File: src/rtl/fsm_step_scheduler.sv
// Round-robin arbiter sharing one 4-state step sequencer between two requesters.
// Optional WAIT timeout with sticky err: define STEP_TIMEOUT_EN.
module fsm_step_scheduler #(
    parameter int STEP_W  = 3,
    parameter int TIMEOUT = 15
) (
    input  logic              clk,
    input  logic              rst,
    input  logic [1:0]        req,
    input  logic [STEP_W-1:0] cnt0,
    input  logic [STEP_W-1:0] cnt1,
    input  logic [1:0]        fsm_state,
    output logic              step,
    output logic [1:0]        gnt,
    output logic [1:0]        done,
    output logic              busy,
    output logic              err
);

    typedef enum logic [1:0] {
        IDLE,
        STEP,
        WAIT,
        DONE
    } state_t;

    state_t            state;
    state_t            state_n;
    logic [STEP_W-1:0] rem;
    logic [STEP_W-1:0] rem_n;
    logic [1:0]        snap;
    logic [1:0]        snap_n;
    logic              rr_ptr;
    logic              rr_n;
    logic              gidx;
    logic              gidx_n;
    logic              step_n;
    logic [1:0]        gnt_n;
    logic [1:0]        done_n;
    logic              busy_n;

`ifdef STEP_TIMEOUT_EN
    localparam int TW = (TIMEOUT < 2) ? 1 : $clog2(TIMEOUT);

    logic [TW-1:0] tcnt;
    logic [TW-1:0] tcnt_n;
    logic          err_n;
`endif

    // Next-state, datapath and next-output decode.
    always_comb begin
        state_n = state;
        rem_n   = rem;
        snap_n  = snap;
        rr_n    = rr_ptr;
        gidx_n  = gidx;
`ifdef STEP_TIMEOUT_EN
        tcnt_n  = tcnt;
        err_n   = err;
`endif
        unique case (state)
            IDLE: begin
                if (req != 2'b00) begin
                    gidx_n  = (req == 2'b11) ? rr_ptr : req[1];
                    rem_n   = gidx_n ? cnt1 : cnt0;
                    snap_n  = fsm_state;
                    state_n = (rem_n == '0) ? DONE : STEP;
                end
            end
            STEP: begin
                state_n = WAIT;
`ifdef STEP_TIMEOUT_EN
                tcnt_n  = '0;
`endif
            end
            WAIT: begin
                if (fsm_state != snap) begin
                    snap_n = fsm_state;
                    if (rem != '0) begin
                        rem_n = rem - STEP_W'(1);
                    end
                    state_n = (rem_n == '0) ? DONE : STEP;
                end
`ifdef STEP_TIMEOUT_EN
                else if (tcnt == TW'(TIMEOUT - 1)) begin
                    rem_n   = '0;
                    err_n   = 1'b1;
                    state_n = DONE;
                end else begin
                    tcnt_n = tcnt + TW'(1);
                end
`endif
            end
            DONE: begin
                rr_n    = ~gidx;
                state_n = IDLE;
            end
        endcase

        step_n = (state_n == STEP);
        busy_n = (state_n != IDLE);
        gnt_n  = 2'b00;
        if (state_n != IDLE) begin
            gnt_n = gidx_n ? 2'b10 : 2'b01;
        end
        done_n = (state_n == DONE) ? gnt_n : 2'b00;
    end

    // State, datapath and registered outputs.
    always_ff @(posedge clk or negedge rst) begin
        if (!rst) begin
            state  <= IDLE;
            rem    <= '0;
            snap   <= 2'b00;
            rr_ptr <= 1'b0;
            gidx   <= 1'b0;
            step   <= 1'b0;
            gnt    <= 2'b00;
            done   <= 2'b00;
            busy   <= 1'b0;
        end else begin
            state  <= state_n;
            rem    <= rem_n;
            snap   <= snap_n;
            rr_ptr <= rr_n;
            gidx   <= gidx_n;
            step   <= step_n;
            gnt    <= gnt_n;
            done   <= done_n;
            busy   <= busy_n;
        end
    end

`ifdef STEP_TIMEOUT_EN
    // WAIT timeout counter and sticky error flag.
    always_ff @(posedge clk or negedge rst) begin
        if (!rst) begin
            tcnt <= '0;
            err  <= 1'b0;
        end else begin
            tcnt <= tcnt_n;
            err  <= err_n;
        end
    end
`else
    assign err = 1'b0;
`endif

endmodule
File: config.mk
export PLATFORM = sky130hd
export DESIGN_NAME = fsm_step_scheduler
export DESIGN_NICKNAME = d
export VERILOG_FILES = /design/src/rtl/fsm_step_scheduler.sv
export SDC_FILE = /design/constraint.sdc
export NUM_CORES = 1
export LEC_CHECK = 0
export ABC_AREA = 1
export CAP_MARGIN = 15
export CORE_AREA = 10 10 47 49
export CTS_BUF_LIST = sky130_fd_sc_hd__clkbuf_8
export CTS_CLUSTER_DIAMETER = 60
export DETAILED_ROUTE_END_ITERATION = 10
export DIE_AREA = 0 0 57 59
export DONT_BUFFER_PORTS = 1
export PLACE_DENSITY_LB_ADDON = 0.05
export SLEW_MARGIN = 40
export SYNTH_ARGS = -nofsm -noshare
export SYNTH_HDL_FRONTEND = slang
export SYNTH_SLANG_ARGS = --single-unit
export TNS_END_PERCENT = 30
File: constraint.sdc
create_clock -name clk -period 4.5 [get_ports clk]
set_clock_uncertainty 0.15 [all_clocks]
set_input_delay 0.9 -clock clk [delete_from_list [all_inputs] [get_ports clk]]
set_output_delay 0.9 -clock clk [all_outputs]
set_load 0.005 [all_outputs]
-- Word level (Yosys, flattened, before mapping)
Index checks and enable logic that the tools add are counted.
- flip-flop bits (word level): 15
- input port bits: 12
- word-level logic and storage cells: 49
- add/sub/neg operators: 1
- equality and inequality tests: 9
- multiplexer cells: 21
- bitwise operators: 1
- reduce and logical (&&, ||, !) cells: 8
- operators by type and width (kind ; number):
    2-to-1 mux 2 bit ; 9
    2-to-1 mux 3 bit ; 6
    equality test 2 bit (second input constant) ; 4
    one-hot mux 2 bit (4 select lines) ; 1
    zero test 3 bit ; 2
    one-hot mux 3 bit (2 select lines) ; 1
    nonzero test 2 bit ; 3
    equality test 2 x 1 -> 1 bit (second input constant) ; 2
    != test 2 bit (second input constant) ; 2
    one-hot mux 2 bit (2 select lines) ; 1
    2-to-1 mux 1 bit ; 3
    AND reduction 3 bit ; 1
    nonzero test 3 bit ; 1
    subtractor 3 x 1 -> 3 bit (second input constant) ; 1
    zero test 2 bit ; 1
    != test 2 bit ; 1
    inverter 1 bit ; 1

-- Longest topological paths before layout
- depth after elaboration: 11
- gate-level depth with buffers: 13
- depth with buffers taken out: 13

-- Worst setup path before layout
OpenSTA, ideal clock, no wires.
- kind: input port to flip-flop
- start point: input fsm_state[0]
- end point: register rem[2]
- data arrival time: 1478 ps
- data required time: 4228 ps
- slack: 2750 ps
- stages on the path: 7
- path buffers: 1
- path through: xnor2_1 -> nand2_1 -> nand2_1 -> nand2_2 -> buf_6 -> o211ai_2 -> o21ai_2
- cells in the longest elaborated chain, start to end: 3
- ends and longest elaborated chain (item ; RTL line ; RTL):
    start: declaration ; 12 ; input logic [1:0] fsm_state,
    != test 2 bit ; 77 ; if (fsm_state != snap) begin
    != test 2 bit (no source line) ; n/a ;
    AND reduction 3 bit (no source line) ; n/a ;
    end signal: assignment ; 123 ; rem <= rem_n;
    end: declaration ; 29 ; logic [STEP_W-1:0] rem;
Every way passes these cells.
A chain may end at the register's enable or synchronous reset.

-- Worst setup path in the final report
- start point: register rem[0]
- end point: register gnt[0]
- cells in the longest elaborated chain, start to end: 10
- elaborated cells between the ends (all ways): 11
- ends and longest elaborated chain (item ; RTL line ; RTL):
    subtractor 3 x 1 -> 3 bit or nonzero test 3 bit (tied branches) ; 80, 79 ;
    2-to-1 mux 3 bit (*) ; 79 ; if (rem != '0) begin
    2-to-1 mux 3 bit (*) ; 77 ;
    2-to-1 mux 3 bit (*) ; 61 ; unique case (state)
    zero test 3 bit (*) ; 82 ; state_n = (rem_n == '0) ? DONE : STEP;
    2-to-1 mux 2 bit (*) ; 82 ;
    2-to-1 mux 2 bit (*) ; 77 ;
    one-hot mux 2 bit (4 select lines) (*) ; 61 ;
    nonzero test 2 bit (*) ; n/a ;
    net busy_n ; 40 ; logic busy_n;
    2-to-1 mux 2 bit (*) ; 103 ; if (state_n != IDLE) begin
    net gnt_n[0] ; 38 ; logic [1:0] gnt_n;
    end signal: assignment ; 128 ; gnt <= gnt_n;
    end: declaration ; 14 ; output logic [1:0] gnt,
The timed path passes the listed nets; every way through them passes the cells marked *. The select of a mux whose other input is x is not followed.

==> results by group <==
Power and ir drop
  • Int Power: just under 0.4 mW
  • Peak VDD IR: ~0.45 mV
  • Sw Pwr: approximately 0.32 mW
  • Reg power frac: between 30% and 40%
  • Pwr Density: slightly below 800 nW/um^2
  • Static leakage: between 0.4 and 0.5 nW
  • Gate power share: 51.2%
  • Sw Share: about 45%
  • Clk network pwr share: between 10% and 20%

Clock tree
  • Post-CTS setup buffer count: 0
  • CTS Hold Bufs: 0
  • Clock slew at reported path FFs: ~50 ps
  • CTS tree: built
  • Max clock buf depth: 2
  • CTS resizes: 0
  • CTS Sinks: 15
  • H-tree depth: 1
  • Cts bufs inserted: 3
  • Cell chosen for the clock root: clkbuf_8
  • Clk_lat worst skew: between 200 and 250 ps

Floorplanning
  • Die footprint: around 3400 sq um
  • Core box area: between 1000 and 1500 sq um
  • Initial Utilization: slightly above 60%
  • Die width: 57 um
  • I/O pin count: 19
  • Die height: between 50 and 60 um
  • # rows: 14

Cells and area
  • Final Net Count: roughly 120
  • Post-route cell area: about 900 sq um
  • Fin util: between 60% and 70%
  • Area of the multi-input gates: 419 sq um
  • Area growth syn-to-layout: 5.32%
  • # diodes: 0
  • Share of layout cells above drive strength 1: between 30% and 40%
  • Layout fillers: 132
  • Sequential cell area: around 380 sq um

GRT
  • Vias in the first global route: 605
  • Initial antenna violation count: 0
  • First-pass GRT wire length: ~2500 um
  • Gr usage total: a little under a tenth
  • Largest net degree at the start of global routing: 16
  • Final global-route overflow total: 0

Synth
  • Share of the synthesized area in the top cell type: 43.2%
  • Post-synth top flop: dfrtp_1
  • Mapped Nets: 112
  • Synth Cell Area: between 800 and 900 sq um
  • Area leader, netlist: dfrtp_1
  • Seq/Total Area, Yosys: 43.2%
  • Register bit total from synthesis: 15
  • Syn Inst Count: 97
  • Synthesis Warnings: 0
  • Commonest cells in the netlist: nand2_1, dfrtp_1, inv_1, nand2_2
  • Synth async-reset ratio: 100%
  • Post-synth cell types: 23
  • Synthesized area per cell: about 9.0 sq um
  • Post-synth EDFFs: 0
  • Cells taking the most area after synthesis: dfrtp_1, nand2_1, nand2_4
  • Most instantiated library cell after synthesis: nand2_1

STA
  • Tcrit/Tclk final: 40.1%
  • Endpoints failing setup: 0
  • Crit path time final: 1800 ps
  • Final setup margin: ~2700 ps
  • Final Hold Vio Count: 0
  • Fmax: around 550 MHz
  • Unrepaired setup endpoints after global routing: no
  • Hold_ws: 197 ps
  • Setup tns final: 0 ps
  • Final-report max-slew violation count: 0

Drt
  • Antenna Nets Post-Route: 0
  • Total number of vias: ~590
  • Average routed wire per standard cell: between 10 and 15 um
  • WL final: around 1500 um
  • DRC: 0
  • Pre-antenna DRT Iters: 4
  • Vias per Instance: around 5.2
  • DR iter-0 viols: 6

Worst setup path
  • Crit. End Element: register
  • Critical path class: register to register
  • Worst R2R Start: rem[0]
  • Most frequent CP cell: nand2_1
  • Worst Setup SP: rem[0]
  • Critical path peak fanout: 4
  • CP required: ~4500 ps
  • Crit-path leading delay family: simple AND/OR/NAND/NOR gates
  • Worst path cell trace: inv_2 -> ha_1 -> ha_1 -> inv_1 -> nand2_1 -> nand2_1 -> nor2_1 -> nand2_2 -> nand2_2 -> nor2_4 -> nand3_2 -> nand2_1 -> inv_1
  • Crit path buf inv count: 3
  • CP Data Arrival Time: between 1500 and 2000 ps
  • Critical path's largest stage delay: 350 ps
  • Slowest-stage cell, CP: dfrtp_1
  • Startpoint Class: register

Place
  • Placer congestion estimate: a little over 0.7
  • Port Buffer Count: 0
  • HPWL after DPL: about 1200 um
  • Placed cell area: around 870 sq um
  • Pre-CTS setup slack: ~2500 ps

Run status
  • Status: complete, no violations

Worst hold path
  • Min-delay worst type: primary input to async pin

Job
  • Max_cap viols: 0
path summary, 6_finish.rpt:
check / endpoint / slack (ps) / cells past startpoint
max reg2reg: gnt[0] / 2700 / 13
min reg2reg: rr_ptr / 310 / 1
max in group asynchronous: rem[0] / 3930 / 0
min in group clk: rr_ptr / 310 / 1
max: gnt[0] / 2700 / 13
min: done[1] / 200 / 0
layout by cell type, fill, tap and decap left out:
cell type,count
nand2_1,20
dfrtp_1,15
inv_1,12
nand2_2,6
nor2_1,5
nand3_1,5
inv_2,4
nand2_4,4
o21ai_2,4
nor2_2,4
ha_1,3
clkbuf_8,3
xnor2_1,2
nor2_4,2
a31oi_1,2
o211ai_2,2
o21ai_1,1
or2_1,1
nand3_2,1
o22ai_2,1
a21oi_1,1
conb_1,1
power groups by stage:
| stage | Combinational [mW] | Clock (mW) | Sequential (mW) |
|---|---|---|---|
| 6_report | 0.365 | 0.102 | 0.246 |
| 5_1_grt | 0.416 | 0.110 | 0.254 |
| 4_1_cts | 0.375 | 0.104 | 0.248 |
| 3_5_place_dp | 0.373 | 0 | 0.249 |
| 3_3_place_gp | 0.364 | 0 | 0.249 |
| 2_1_floorplan | 0.333 | 0 | 0.238 |
kinds of logic after synthesis:
group	count (synthesis)	share of synthesized area (%)
simple gates	48	30.5
buf+inv	17	8.63
flops	15	43.2
compound gates	11	10.9
fa+ha+maj	3	4.32
xor+xnor	2	2.01
other cells	1	0.431
routing by layer:
layer / GRT usage [%] / vias to the layer above / share of wire, %
li1: - / 301 / -
met1: 9.39 / 276 / 38
met2: 15.3 / 15 / 50
met3: 5.36 / 2 / 11
met4: 3.02 / 0 / 1.4
met5: 0 / - / 0
through the flow:
step                cells  power [mW]
finish                115       0.713
CTS                   115       0.727
global placement      111       0.613
floorplan              97       0.570
detailed placement    111       0.622
global route          115       0.780
cell type report:
type	count	share of cell area, %
Multi-Input combinational cell	65	45.8
Inverter	15	6.15
Tap cell	16	2.19
Clock buffer	3	4.51
Sequential cell	15	41.0
Clock inverter	1	0.410
registers in the layout (all words and copies together) (netlist names):
register / flops
state: 2
gnt: 2
rem: 3
busy: 1
snap: 2
rr_ptr: 1
gidx: 1
done: 2
step: 1
Power figures use the tool's default switching activity.
